File: config.mk
export PLATFORM = sky130hd
export DESIGN_NAME = repairmb_initiator
export DESIGN_NICKNAME = d
export VERILOG_FILES = /design/src/rtl/repairmb_initiator.sv
export SDC_FILE = /design/constraint.sdc
export NUM_CORES = 1
export LEC_CHECK = 0
export BUFFER_PORTS_ARGS = -buffer_cell sky130_fd_sc_hd__buf_2
export CORE_MARGIN = 1.5
export CORE_UTILIZATION = 45
export CTS_CLUSTER_DIAMETER = 50
export DETAILED_ROUTE_END_ITERATION = 12
export HOLD_SLACK_MARGIN = 0.02
export SLEW_MARGIN = 40
export SYNTH_ARGS = -nofsm -noshare
export SYNTH_HDL_FRONTEND = slang
export SYNTH_SLANG_ARGS = --single-unit
export TNS_END_PERCENT = 5
File: constraint.sdc
create_clock -name CLK -period 3.1 [get_ports CLK]
set_input_delay 0.155 -clock CLK [delete_from_list [all_inputs] [get_ports CLK]]
set_output_delay 0.155 -clock CLK [all_outputs]
set_load 0.02 [all_outputs]
File: src/rtl/repairmb_initiator.sv
// Initiator side of the MBINIT.REPAIRMB sideband handshake: start_req, apply_degrade_req
// (carrying the local lane result), end_req, with one permitted resend of the degrade request.
module repairmb_initiator #(
    parameter int TIMEOUT_CYCLES = 8000,
    parameter int CNT_W          = 13
) (
    input  logic       CLK,
    input  logic       rst_n,
    input  logic       i_MBINIT_REVERSALMB_end,
    input  logic       i_Busy_SideBand,
    input  logic       i_falling_edge_busy,
    input  logic [3:0] i_RX_SbMessage,
    input  logic       i_msg_valid,
    input  logic [1:0] i_lane_status,
    input  logic       i_Start_Repeater,
    output logic [3:0] o_TX_SbMessage,
    output logic       o_ValidOutData,
    output logic [1:0] o_tx_msginfo,
    output logic       o_Done_Repeater,
    output logic [1:0] o_Functional_Lanes,
    output logic       o_train_error,
    output logic       o_MBINIT_REPAIRMB_end
);

    localparam logic [3:0] MSG_START_REQ  = 4'b0001;
    localparam logic [3:0] MSG_START_RESP = 4'b0010;
    localparam logic [3:0] MSG_END_REQ    = 4'b0011;
    localparam logic [3:0] MSG_END_RESP   = 4'b0100;
    localparam logic [3:0] MSG_DEG_REQ    = 4'b0101;
    localparam logic [3:0] MSG_DEG_RESP   = 4'b0110;

    typedef enum logic [3:0] {
        IDLE,
        WAIT_BUSY_START,
        SEND_START_REQ,
        WAIT_START_RESP,
        DEGRADE_CHECK,
        WAIT_BUSY_DEGRADE,
        SEND_DEGRADE_REQ,
        WAIT_DEGRADE_RESP,
        WAIT_BUSY_END,
        SEND_END_REQ,
        WAIT_END_RESP,
        DONE,
        TRAIN_ERROR
    } state_t;

    state_t           state_reg, state_next;
    logic [CNT_W-1:0] cnt_reg;
    logic             repeat_reg, repeat_next;
    logic [1:0]       lanes_q;
    logic [1:0]       func_lanes_next;
    logic             done_rep_next;
    logic             counting;
    logic             timeout_hit;
    logic             enable;

    function automatic logic [3:0] send_code(input state_t s);
        case (s)
            SEND_START_REQ:   send_code = MSG_START_REQ;
            SEND_DEGRADE_REQ: send_code = MSG_DEG_REQ;
            SEND_END_REQ:     send_code = MSG_END_REQ;
            default:          send_code = 4'b0000;
        endcase
    endfunction

    assign enable      = i_MBINIT_REVERSALMB_end;
    assign counting    = (state_reg != IDLE) && (state_reg != DONE) && (state_reg != TRAIN_ERROR);
    assign timeout_hit = (cnt_reg == CNT_W'(TIMEOUT_CYCLES - 1));

    always_comb begin
        state_next      = state_reg;
        repeat_next     = repeat_reg;
        done_rep_next   = 1'b0;
        func_lanes_next = o_Functional_Lanes;
        if (!enable) begin
            state_next  = IDLE;
            repeat_next = 1'b0;
        end else if (counting && timeout_hit) begin
            state_next = TRAIN_ERROR;
        end else begin
            case (state_reg)
                IDLE:              state_next = WAIT_BUSY_START;
                WAIT_BUSY_START:   if (!i_Busy_SideBand) state_next = SEND_START_REQ;
                SEND_START_REQ:    if (i_falling_edge_busy) state_next = WAIT_START_RESP;
                WAIT_START_RESP:
                    if (i_msg_valid && i_RX_SbMessage == MSG_START_RESP) state_next = DEGRADE_CHECK;
                DEGRADE_CHECK:
                    state_next = (i_lane_status == 2'b00) ? TRAIN_ERROR : WAIT_BUSY_DEGRADE;
                WAIT_BUSY_DEGRADE: if (!i_Busy_SideBand) state_next = SEND_DEGRADE_REQ;
                SEND_DEGRADE_REQ:
                    if (i_falling_edge_busy) begin
                        state_next    = WAIT_DEGRADE_RESP;
                        done_rep_next = repeat_reg;
                    end
                WAIT_DEGRADE_RESP: begin
                    // A response arriving together with a repeat request takes priority.
                    if (i_msg_valid && i_RX_SbMessage == MSG_DEG_RESP) begin
                        func_lanes_next = lanes_q;
                        state_next      = WAIT_BUSY_END;
                    end else if (i_Start_Repeater) begin
                        if (repeat_reg) begin
                            state_next = TRAIN_ERROR;
                        end else begin
                            repeat_next = 1'b1;
                            state_next  = DEGRADE_CHECK;
                        end
                    end
                end
                WAIT_BUSY_END:     if (!i_Busy_SideBand) state_next = SEND_END_REQ;
                SEND_END_REQ:      if (i_falling_edge_busy) state_next = WAIT_END_RESP;
                WAIT_END_RESP:
                    if (i_msg_valid && i_RX_SbMessage == MSG_END_RESP) state_next = DONE;
                DONE:              state_next = DONE;
                TRAIN_ERROR:       state_next = TRAIN_ERROR;
                default:           state_next = IDLE;
            endcase
        end
    end

    always_ff @(posedge CLK or negedge rst_n) begin
        if (!rst_n) begin
            state_reg  <= IDLE;
            cnt_reg    <= '0;
            repeat_reg <= 1'b0;
            lanes_q    <= 2'b11;
        end else begin
            state_reg  <= state_next;
            repeat_reg <= repeat_next;
            if (!enable || state_reg == IDLE) begin
                cnt_reg <= '0;
            end else if (counting) begin
                cnt_reg <= cnt_reg + 1'b1;
            end
            if (state_reg == DEGRADE_CHECK) begin
                lanes_q <= i_lane_status;
            end
        end
    end

    // Outputs are decoded from the next state so they line up with the state they describe.
    always_ff @(posedge CLK or negedge rst_n) begin
        if (!rst_n) begin
            o_TX_SbMessage        <= 4'b0000;
            o_ValidOutData        <= 1'b0;
            o_tx_msginfo          <= 2'b00;
            o_Done_Repeater       <= 1'b0;
            o_Functional_Lanes    <= 2'b11;
            o_train_error         <= 1'b0;
            o_MBINIT_REPAIRMB_end <= 1'b0;
        end else begin
            if (send_code(state_next) != 4'b0000 && state_next != state_reg) begin
                o_ValidOutData <= 1'b1;
                o_TX_SbMessage <= send_code(state_next);
            end else begin
                o_ValidOutData <= 1'b0;
                o_TX_SbMessage <= 4'b0000;
            end
            o_tx_msginfo          <= (state_next == SEND_DEGRADE_REQ) ? lanes_q : 2'b00;
            o_Done_Repeater       <= done_rep_next;
            o_Functional_Lanes    <= func_lanes_next;
            o_train_error         <= (state_next == TRAIN_ERROR);
            o_MBINIT_REPAIRMB_end <= (state_next == DONE);
        end
    end

endmodule

Word-level counts from Yosys, hierarchy flattened

Cells that the tools add are included.

Add/sub/neg operators: 1
Equal/unequal tests: 28
Muxes and demuxes: 30
Bitwise gates (word level): 1
Reduce and logical (&&, ||, !) cells: 16

Operators by type and width:

| operator                | number |
|---|---|
| $mux W4                 | 15 |
| $pmux W4 S13            | 1 |
| $eq A4 B4 Y1 const B    | 8 |
| $eq A4 B3 Y1 const B    | 7 |
| $mux W13                | 2 |
| $eq A4 B2 Y1 const B    | 4 |
| $add A13 B1 Y13 const B | 1 |
| $eq A13 B13 Y1 const B  | 1 |
| $mux W1                 | 10 |
| $pmux W3 S3             | 1 |
| $ne A4 B4 Y1 const B    | 2 |
| $reduce_and A4 Y1       | 2 |
| $reduce_bool A4 Y1      | 2 |
| $logic_and A1 B1 Y1     | 7 |
| $eq A4 B1 Y1 const B    | 1 |
| $logic_not A4 Y1        | 1 |
| $ne A2 B1 Y1 const B    | 2 |
| $ne A2 B2 Y1 const B    | 2 |
| $ne A4 B4 Y1            | 1 |
| $logic_not A2 Y1        | 1 |
| $mux W2                 | 1 |
| $reduce_bool A2 Y1      | 1 |
| $logic_not A1 Y1        | 1 |
| $logic_or A1 B1 Y1      | 1 |
| $not A1 Y1              | 1 |

Flip-flop bits (word level): 32
Output and inout bits: 12
Word-level logic and storage cells: 87

Logic depth before layout (Yosys ltp)

Gate-level depths: netlist of run 1.

Depth in word-level cells: 11
Mapped depth: 8
Gate-level depth less buffers: 7

Least setup slack after synthesis of run 1

Ideal clock, no wire load.

Path kind: register to register
From: register state_reg[2]
To: register o_TX_SbMessage[0]
Setup time: 144 ps
Arrival time: 2062 ps
Required time: 2956 ps
Slack: 894 ps
Cell stages (with the launch flop): 9
Path buffers: 2
Cell sequence: dfrtp_1 > buf_6 > or4_4 > o211a_2 > and2_4 > buf_6 > o31a_1 > nor3_2 > a32oi_1

Cells in the longest elaborated chain, start to end: 11
Elaborated cells on any way between the ends: 40
Those cells by class: 18 x eq/ne; 15 x mux; 7 x reduce/logical

RTL lines:

| element                                                               | line | source |
|---|---|---|
| start, declared                                                       | 48   | `state_t state_reg, state_next;` |
| start signal, assigned                                                | 128  | `state_reg <= state_next;` |
| parallel branches: the longest is 10 deep, another holds $pmux W4 S13 | --   |  |
| $mux W4 (*)                                                           | 152  | `if (send_code(state_next) != 4'b0000 && state_next != state_reg) begin` |
| end signal, assigned                                                  | 154  | `o_TX_SbMessage <= send_code(state_next);` |
| end, declared                                                         | 16   | `output logic [3:0] o_TX_SbMessage,` |

Every way passes the cells marked *.
A chain may end at the register's enable or synchronous reset.

Worst setup path in the final report of run 1

From: register state_reg[3]
To: register o_ValidOutData

Cells in the longest elaborated chain, start to end: 11
Elaborated cells on any way between the ends: 40
Those cells by class: 18 x eq/ne; 15 x mux; 7 x reduce/logical

RTL lines:

| element                                                              | line | source |
|---|---|---|
| parallel branches: the longest is 9 deep, another holds $pmux W4 S13 | --   |  |
| $logic_and A1 B1 Y1 (*)                                              | 152  |  |
| $mux W1 (*)                                                          | 152  |  |
| end signal, assigned                                                 | 145  | `o_ValidOutData <= 1'b0;` |
| end signal, assigned                                                 | 153  | `o_ValidOutData <= 1'b1;` |
| end signal, assigned                                                 | 156  | `o_ValidOutData <= 1'b0;` |
| end, declared                                                        | 17   | `output logic o_ValidOutData,` |

Marks and branches as above.

==> impl_metrics.csv, run 1 <==
group,metric,value,unit
run_status,status,"completed",
clocking,cts_root_buf,"clkbuf_8",
synth,synth_cell_types,57,
floorplanning,core-area,3770,um^2
timing,post-route-period-util,80.3,%
placed_design,globalplace.congestion,1.01,
synth,synth_edf_count,0,
global_routing,grt_max_degree,32,
finish,final_cell_mix,"dfrtp_1, buf_2, nor2_1",
pwr,finalPower,0.911,mW
clocking,path_clk_slew,70,ps
hold_path,hold_path.startpoint,"i_lane_status[0]",
global_routing,antenna_found_initial,0,
critical_path,cp-start-kind,"flop",
finish,area_growth,13.3,%
timing,finalSetupTns,0,ps
timing,slew_viol_final,0,
critical_path,crit_type,"reg2reg",
critical_path,cp.depth,6,
synth,synth_sequential_area_ratio,42.9,%
finish,instances_no_fill,263,
floorplanning,std_cell_rows,22,
critical_path,cp-end-kind,"flop",
finish,fill_cells,358,
drt,drc,0,
drt,wl_met2,2030,um
drt,wl_met1,1770,um
drt,wl_met3,181,um
timing,min_period,2490,ps
global_routing,grt_pass1_wl,6860,um
synth,postSynthCellCount,191,
timing,relSlewSlack,55.2,%
drt,routed_wl,4050,um
placed_design,dp_hpwl,2940,um
floorplanning,ioPinCount,25,
hold_path,whs_path_depth,2,
clocking,cts_buffers,5,
finish,multi_input_area,956,um^2
critical_path,r2r_setup_slack,610,ps
drt,firstDrtPassIters,4,
pwr,p_per_area,442,nW/um^2
synth,ys_seq_elements,31,
critical_path,r2r_cells,6,
drt,via_per_inst,5.92,
timing,max_freq,0.402,GHz
critical_path,rr_endpoint,"o_ValidOutData",
finish,layout_commonest_cell,"dfrtp_1",
critical_path,timing.rr.start,"state_reg[3]",
floorplanning,die_x,66.6,um
critical_path,slowest_delay,610,ps
drt,post_drt_wl_per_cell,15.4,um
critical_path,crit_path_max_fanout,16,
global_routing,grt_overflow_total,0,
timing,setup_viol,0,
timing,skew,6.72,ps
clocking,h-tree-depth,2,
clocking,cts_tree,"done",
timing,rsz0062_at_grt,"no",
floorplanning,fp.dieH,66.6,um
critical_path,critical_path.top_delay_family,"simple AND/OR/NAND/NOR gates",
finish,antenna_cells,0,
clocking,post-cts-setup-buffer-count,0,
finish,largest_register_ffs,13,
synth,synth_nets,205,
clocking,cts_resized,0,
synth,ys_async_sr_fraction,100,%
synth,syn_avg_cell_area,9.53,um^2
finish,layout.nets,228,
critical_path,arrival,2620,ps
drt,highest_layer,"met4",
critical_path,slowest_stage,"or4_4",
critical_path,critPathRequiredTime,3230,ps
drt,drt_iter0_markers,113,
timing,worst_pin_slew,672,ps
placed_design,post-place-cells,254,
critical_path,worstPathCellList,"or4_4 -> o211a_2 -> and2_4 -> o31a_1 -> nor3_2 -> a32oi_1",
hold_path,hp-class,"in2reg",
global_routing,grt_util_all_layers,20.4,%
synth,ys.flop_type,"dfrtp_1",
floorplanning,die_area,4440,um^2
flow_run,cap_violations,0,
clocking,cts_sinks,31,
synth,syn-cell-area,1820,um^2
clocking,clkLatencyLatePin,270,ps
clocking,clock_path_buffers,2,
hold_path,min_to,"lanes_q[0]",
finish,ff_latch_area,781,um^2
global_routing,grt_pass1_vias,1486,
drt,routed-via-count,1557,
synth,yosysWarningCount,0,
pwr,p_leak,0.872,nW
critical_path,path_buf_inv,0,
drt,ant_nets,0,
pwr,ir_drop,239,uV
finish,drive_gt1_share,24.2,%
floorplanning,start_util,48.3,%
timing,hold_violations,0,
placed_design,numPortBuffers,23,
finish,post-route-util,54.7,%
[what timing repair did]
item                       in CTS  in global routing
hold buffers                    1                  0
hold endpoints to repair       27                  0
setup endpoints to repair       0                  0
[cells by family after synthesis]
logic type / after synthesis / share of synthesized area, %
AO/OA/AOI/OAI: 50 / 19.6
XOR/XNOR: 8 / 3.85
adder cells (fa/ha/maj): 1 / 0.687
buffers and inverters: 17 / 4.60
flip-flops: 31 / 42.9
multiplexers: 4 / 2.47
other: 1 / 0.206
AND/OR/NAND/NOR: 79 / 25.7
[through the flow]
stage	setup WS [ps]	hold slack, ps	cell area (um^2)
6_report	611	166	2060
3_3_place_gp	706	219	1960
4_1_cts	632	155	2060
2_1_floorplan	894	-141	1820
3_5_place_dp	639	231	1960
5_1_grt	457	176	2060
[how the worst max path moves through the flow]
stage,end,slack [ps],from
after CTS,o_TX_SbMessage[0],630,state_reg[3]
after detailed placement,o_Functional_Lanes[0],640,state_reg[3]
after floorplan,o_TX_SbMessage[0],890,state_reg[2]
after global placement,o_ValidOutData,710,state_reg[3]
final,o_ValidOutData,610,state_reg[3]
after global routing,o_ValidOutData,460,state_reg[3]
[cells in the mapped netlist, drive strengths merged, types with 2 or more instances]
| library cell | n | area (um^2) |
|---|---|---|
| a211o | 2 | 17.5 |
| a21oi | 10 | 50.1 |
| a22oi | 2 | 15.0 |
| a31oi | 5 | 31.3 |
| a32oi | 2 | 17.5 |
| and2 | 4 | 27.5 |
| and3 | 2 | 12.5 |
| buf | 4 | 35.0 |
| clkbuf | 8 | 30.0 |
| dfrtp | 27 | 676 |
| dfstp | 4 | 105 |
| inv | 5 | 18.8 |
| mux2 | 4 | 45.0 |
| nand2 | 11 | 41.3 |
| nand2b | 3 | 18.8 |
| nand3 | 9 | 45.0 |
| nand4 | 3 | 18.8 |
| nor2 | 15 | 56.3 |
| nor2b | 3 | 18.8 |
| nor3 | 9 | 55.1 |
| nor4 | 2 | 18.8 |
| nor4bb | 2 | 20.0 |
| o2111ai | 3 | 26.3 |
| o211ai | 3 | 22.5 |
| o21ai | 11 | 55.1 |
| o31ai | 2 | 33.8 |
| or3 | 6 | 37.5 |
| xnor2 | 4 | 35.0 |
| xor2 | 4 | 35.0 |
[per-layer routing]
layer / up-vias / global-route usage (%)
met5: - / 0
met4: 0 / 8.16
met3: 8 / 5.24
met2: 42 / 32.9
met1: 754 / 26.0
li1: 753 / -
[final cells by class]
| class | instances | share of cell area [%] |
|---|---|---|
| Clock buffer | 7 | 4.19 |
| Clock inverter | 1 | 0.243 |
| Timing Repair Buffer | 28 | 7.52 |
| Tap cell | 48 | 2.91 |
| Sequential cell | 31 | 37.9 |
| Inverter | 5 | 0.910 |
| Multi-Input combinational cell | 143 | 46.4 |
[power breakdown]
part	switching (mW)	internal [mW]	total [mW]	leakage, nW
clock network	0.142	0.179	0.321	0.0482
registers	0.00908	0.416	0.425	0.416
logic	0.104	0.0613	0.165	0.408
(Power assumes the default switching activity.)
==> run 2: changes to the inputs <==
clock period = 2.6 ns   (was 3.1 ns; I/O delays follow)
==> impl_metrics.csv, run 2 (synthesis gave the netlist of run 1 again) <==
group,metric,value,unit
clocking,path_clk_slew,70,ps
critical_path,crit_type,"reg2reg",
placed_design,numPortBuffers,23,
timing,skew,3.04,ps
finish,largest_register_ffs,13,
global_routing,grt_util_all_layers,22.7,%
clocking,clock_path_buffers,2,
placed_design,dp_hpwl,3250,um
timing,hold_violations,0,
pwr,p_per_area,568,nW/um^2
timing,relSlewSlack,52.3,%
finish,antenna_cells,0,
clocking,cts_sinks,31,
drt,post_drt_wl_per_cell,16.7,um
timing,fin_ws,252,ps
finish,final_cell_area,2120,um^2
critical_path,critPathLaunch,"state_reg[0]",
critical_path,cp-end-kind,"flop",
flow_run,cap_violations,0,
timing,min_period,2350,ps
global_routing,grt_max_degree,32,
critical_path,r2r_cells,6,
placed_design,place_area,1990,um^2
clocking,cts_buffers,5,
global_routing,grt_pass1_vias,1602,
drt,drc,0,
drt,via_per_inst,6.03,
pwr,p_leak,0.906,nW
timing,setup_viol,0,
floorplanning,core-area,3770,um^2
finish,final_cell_mix,"dfrtp_1, buf_2, nor2_1",
drt,drt_iter0_markers,111,
finish,fill_cells,327,
global_routing,antenna_found_initial,0,
global_routing,grt_pass1_wl,7490,um
finish,post-route-util,56.2,%
pwr,finalPower,1.20,mW
clocking,cts_resized,0,
global_routing,grt_overflow_total,0,
critical_path,crit_path_max_fanout,12,
finish,layout_commonest_cell,"dfrtp_1",
finish,drive_gt1_share,26.0,%
pwr,ir_drop,378,uV
critical_path,r2r_setup_slack,250,ps
clocking,cts_tree,"done",
floorplanning,die_x,66.6,um
floorplanning,std_cell_rows,22,
floorplanning,start_util,48.3,%
finish,area_growth,16.4,%
timing,max_freq,0.426,GHz
timing,worst_pin_slew,715,ps
placed_design,place_ws,282,ps
critical_path,critPathRequiredTime,2740,ps
clocking,clkLatencyLatePin,280,ps
hold_path,hold_path.startpoint,"i_lane_status[1]",
clocking,post-cts-setup-buffer-count,0,
critical_path,cp-start-kind,"flop",
drt,ant_nets,0,
floorplanning,ioPinCount,25,
timing,rsz0062_at_grt,"no",
hold_path,hp-class,"in2reg",
critical_path,rr_endpoint,"o_ValidOutData",
floorplanning,fp.dieH,66.6,um
clocking,h-tree-depth,2,
finish,layout.nets,232,
drt,firstDrtPassIters,4,
placed_design,globalplace.congestion,0.892,
timing,post-route-period-util,90.3,%
clocking,cts_root_buf,"clkbuf_8",
floorplanning,die_area,4440,um^2
timing,slew_viol_final,0,
timing,finalSetupTns,0,ps
drt,routed-via-count,1609,
critical_path,endpoint,"o_ValidOutData",
drt,routed_wl,4470,um
critical_path,arrival,2490,ps
run_status,status,"completed",
critical_path,timing.rr.start,"state_reg[0]",
[run 2: cell count changes in the layout (fill, tap and decap cells not counted), sizes merged]
cell and change:
buf +4, bufinv +1, clkbuf -1
[run 2: cell type report]
type                            instances  area [um^2]  share of cell area (%)
Clock buffer                            6         82.6                    3.90
Clock inverter                          2         35.0                    1.65
Inverter                                5         18.8                   0.886
Multi-Input combinational cell        143          956                    45.1
Sequential cell                        31          781                    36.9
Tap cell                               48         60.1                    2.84
Timing Repair Buffer                   32          185                    8.74
[run 2: worst max-delay path: stages (launching register included)]
cell and delay (ps):
dfrtp_1 480, or4bb_1 550, o211a_2 230, a21oi_1 280
o21ai_0 150, a22oi_1 360, a32oi_1 160
[run 2: repair_timing]
item / 4_1_cts / 5_1_grt
hold endpoints to repair: 27 / 0
hold buffers: 1 / 0
endpoints found under the setup margin: 0 / 0
[run 2: where the power goes]
part	internal [mW]	switching, mW
registers	0.496	0.0139
clock network	0.310	0.184
logic	0.0733	0.126
total	0.879	0.324
[run 2: worst min path at each step]
stage                             to  slack (ps)  cells past startpoint
after floorplan           cnt_reg[0]        -170                      0
after global placement    cnt_reg[3]         200                      1
after detailed placement  cnt_reg[0]         230                      1
after CTS                 lanes_q[1]         130                      2
after global routing      lanes_q[1]         130                      2
final                     lanes_q[1]         130                      2
[run 2: metrics by stage]
step | std cells | hold slack, ps
4_1_cts | 267 | 129
3_3_place_gp | 258 | 199
5_1_grt | 267 | 132
6_report | 267 | 133
2_1_floorplan | 191 | -166
3_5_place_dp | 258 | 227
[run 2: layer usage]
| layer | GRT usage [%] | part of all wire, % | up-vias |
|---|---|---|---|
| li1 | - | - | 759 |
| met1 | 27.2 | 43 | 799 |
| met2 | 38.9 | 51 | 41 |
| met3 | 4.22 | 3.7 | 10 |
| met4 | 11.0 | 2.2 | 0 |
| met5 | 0 | 0 | - |
==> run 3: changes to the inputs <==
CORE_MARGIN = 5   (was 1.5)
GPL_TIMING_DRIVEN = 0   (was default)
==> impl_metrics.csv, run 3 (synthesis gave the netlist of run 1 again) <==
group,metric,value,unit
pwr,cell_internal_pwr,0.749,mW
global_routing,grt_pass1_vias,1549,
timing,hold_ws,123,ps
critical_path,crit_type,"reg2reg",
finish,layout_commonest_cell,"dfrtp_1",
global_routing,grt_max_degree,32,
clocking,post-cts-setup-buffer-count,0,
floorplanning,die_area,5420,um^2
timing,fin_ws,158,ps
placed_design,dp_hpwl,3100,um
pwr,seqPwrFrac,48.4,%
critical_path,rr_endpoint,"o_ValidOutData",
drt,wl_met2,1840,um
drt,post_drt_wl_per_cell,15.1,um
clocking,clock_path_buffers,2,
clocking,cts_sinks,31,
hold_path,whs_path_depth,3,
hold_path,min_to,"o_Done_Repeater",
timing,skew,3.97,ps
critical_path,timing.rr.start,"state_reg[0]",
floorplanning,core-area,3970,um^2
drt,wl_met3,271,um
global_routing,grt_pass1_wl,7020,um
hold_path,hold_path.startpoint,"i_falling_edge_busy",
drt,ant_nets,0,
pwr,comb_power_share,19.4,%
placed_design,globalplace.congestion,0.885,
timing,worst_pin_slew,681,ps
pwr,p_clk_share,32.2,%
critical_path,cp-end-kind,"flop",
floorplanning,std_cell_rows,23,
run_status,status,"completed",
drt,via_per_inst,5.80,
drt,wl_met1,1960,um
pwr,p_per_area,497,nW/um^2
critical_path,critPathRequiredTime,2730,ps
timing,max_freq,0.410,GHz
clocking,cts_root_buf,"clkbuf_8",
finish,largest_register_ffs,13,
timing,rsz0062_at_grt,"no",
timing,slew_viol_final,0,
drt,firstDrtPassIters,4,
floorplanning,die_x,73.6,um
clocking,h-tree-depth,2,
flow_run,cap_violations,0,
timing,min_period,2440,ps
global_routing,antenna_found_initial,0,
timing,hold_violations,0,
critical_path,r2r_setup_slack,160,ps
drt,highest_layer,"met4",
pwr,p_sw,0.296,mW
clocking,cts_buffers,5,
clocking,path_clk_slew,60,ps
critical_path,crit_path_max_fanout,10,
hold_path,hp-class,"in2reg",
critical_path,r2r_cells,8,
drt,drt_iter0_markers,100,
timing,post-route-period-util,93.9,%
pwr,p_leak,0.889,nW
pwr,finalPower,1.04,mW
floorplanning,start_util,45.8,%
global_routing,grt_util_all_layers,16.5,%
global_routing,grt_overflow_total,0,
finish,drive_gt1_share,24.1,%
timing,setup_viol,0,
drt,drc,0,
timing,relSlewSlack,54.6,%
finish,antenna_cells,0,
floorplanning,ioPinCount,25,
finish,layout.nets,235,
pwr,ir_drop,218,uV
finish,final_cell_mix,"dfrtp_1, buf_2, nor2_1",
pwr,sw_frac_of_total,28.3,%
critical_path,cp-start-kind,"flop",
drt,routed_wl,4090,um
clocking,clkLatencyLatePin,270,ps
timing,finalSetupTns,0,ps
drt,routed-via-count,1567,
finish,area_growth,15.4,%
floorplanning,fp.dieH,73.6,um
critical_path,arrival,2580,ps
placed_design,place_ws,171,ps
placed_design,numPortBuffers,22,
clocking,cts_tree,"done",
[run 3: power by group through the flow]
stage	registers (mW)	clock network [mW]	logic, mW
after global routing	0.508	0.363	0.227
after detailed placement	0.514	0	0.194
final	0.506	0.336	0.203
after global placement	0.514	0	0.190
after floorplan	0.514	0	0.137
after CTS	0.506	0.346	0.196
[run 3: worst max-delay path, cell delays in order, from the launching register on]
cell	delay, ps
dfrtp_1	360
clkbuf_1	210
or4bb_1	540
o211a_2	150
and2_4	140
buf_6	140
o31a_1	310
nor3_2	300
a32oi_1	160
[run 3: metrics by stage]
| step | cell area [um^2] | utilization (%) | cells |
|---|---|---|---|
| after floorplan | 1820 | - | 191 |
| after global placement | 1990 | 50.2 | 263 |
| after detailed placement | 1990 | 50.2 | 263 |
| after CTS | 2080 | 52.3 | 270 |
| after global routing | 2100 | 52.9 | 270 |
| final | 2100 | 52.9 | 270 |
[run 3: repair_timing]
action,4_1_cts,5_1_grt
endpoints found under the hold margin,27,0
hold buffers,1,0
setup endpoints to repair,0,4
resized for setup,0,5
[run 3: how the worst max path moves through the flow]
stage,to,slack [ps],cells after the start,startpoint
3_3_place_gp,o_ValidOutData,150,8,state_reg[0]
6_report,o_ValidOutData,160,8,state_reg[0]
2_1_floorplan,o_TX_SbMessage[0],390,8,state_reg[2]
4_1_cts,o_Functional_Lanes[0],160,8,state_reg[0]
3_5_place_dp,o_ValidOutData,170,8,state_reg[0]
5_1_grt,o_ValidOutData,2,8,state_reg[0]
[run 3: cell type report]
cell class | count | area (um^2)
fillers | 360 | 1870
multi-input cells | 143 | 980
flip-flops and latches | 31 | 781
repair buffers | 23 | 120
clock buffers | 6 | 72.6
plain buffers | 12 | 66.3
well taps | 50 | 62.6
inverters | 5 | 18.8
[run 3: routing by layer]
layer / GRT usage [%] / vias up
li1: - / 765
met1: 23.3 / 744
met2: 24.2 / 56
met3: 4.92 / 2
met4: 5.23 / 0
met5: 0 / -
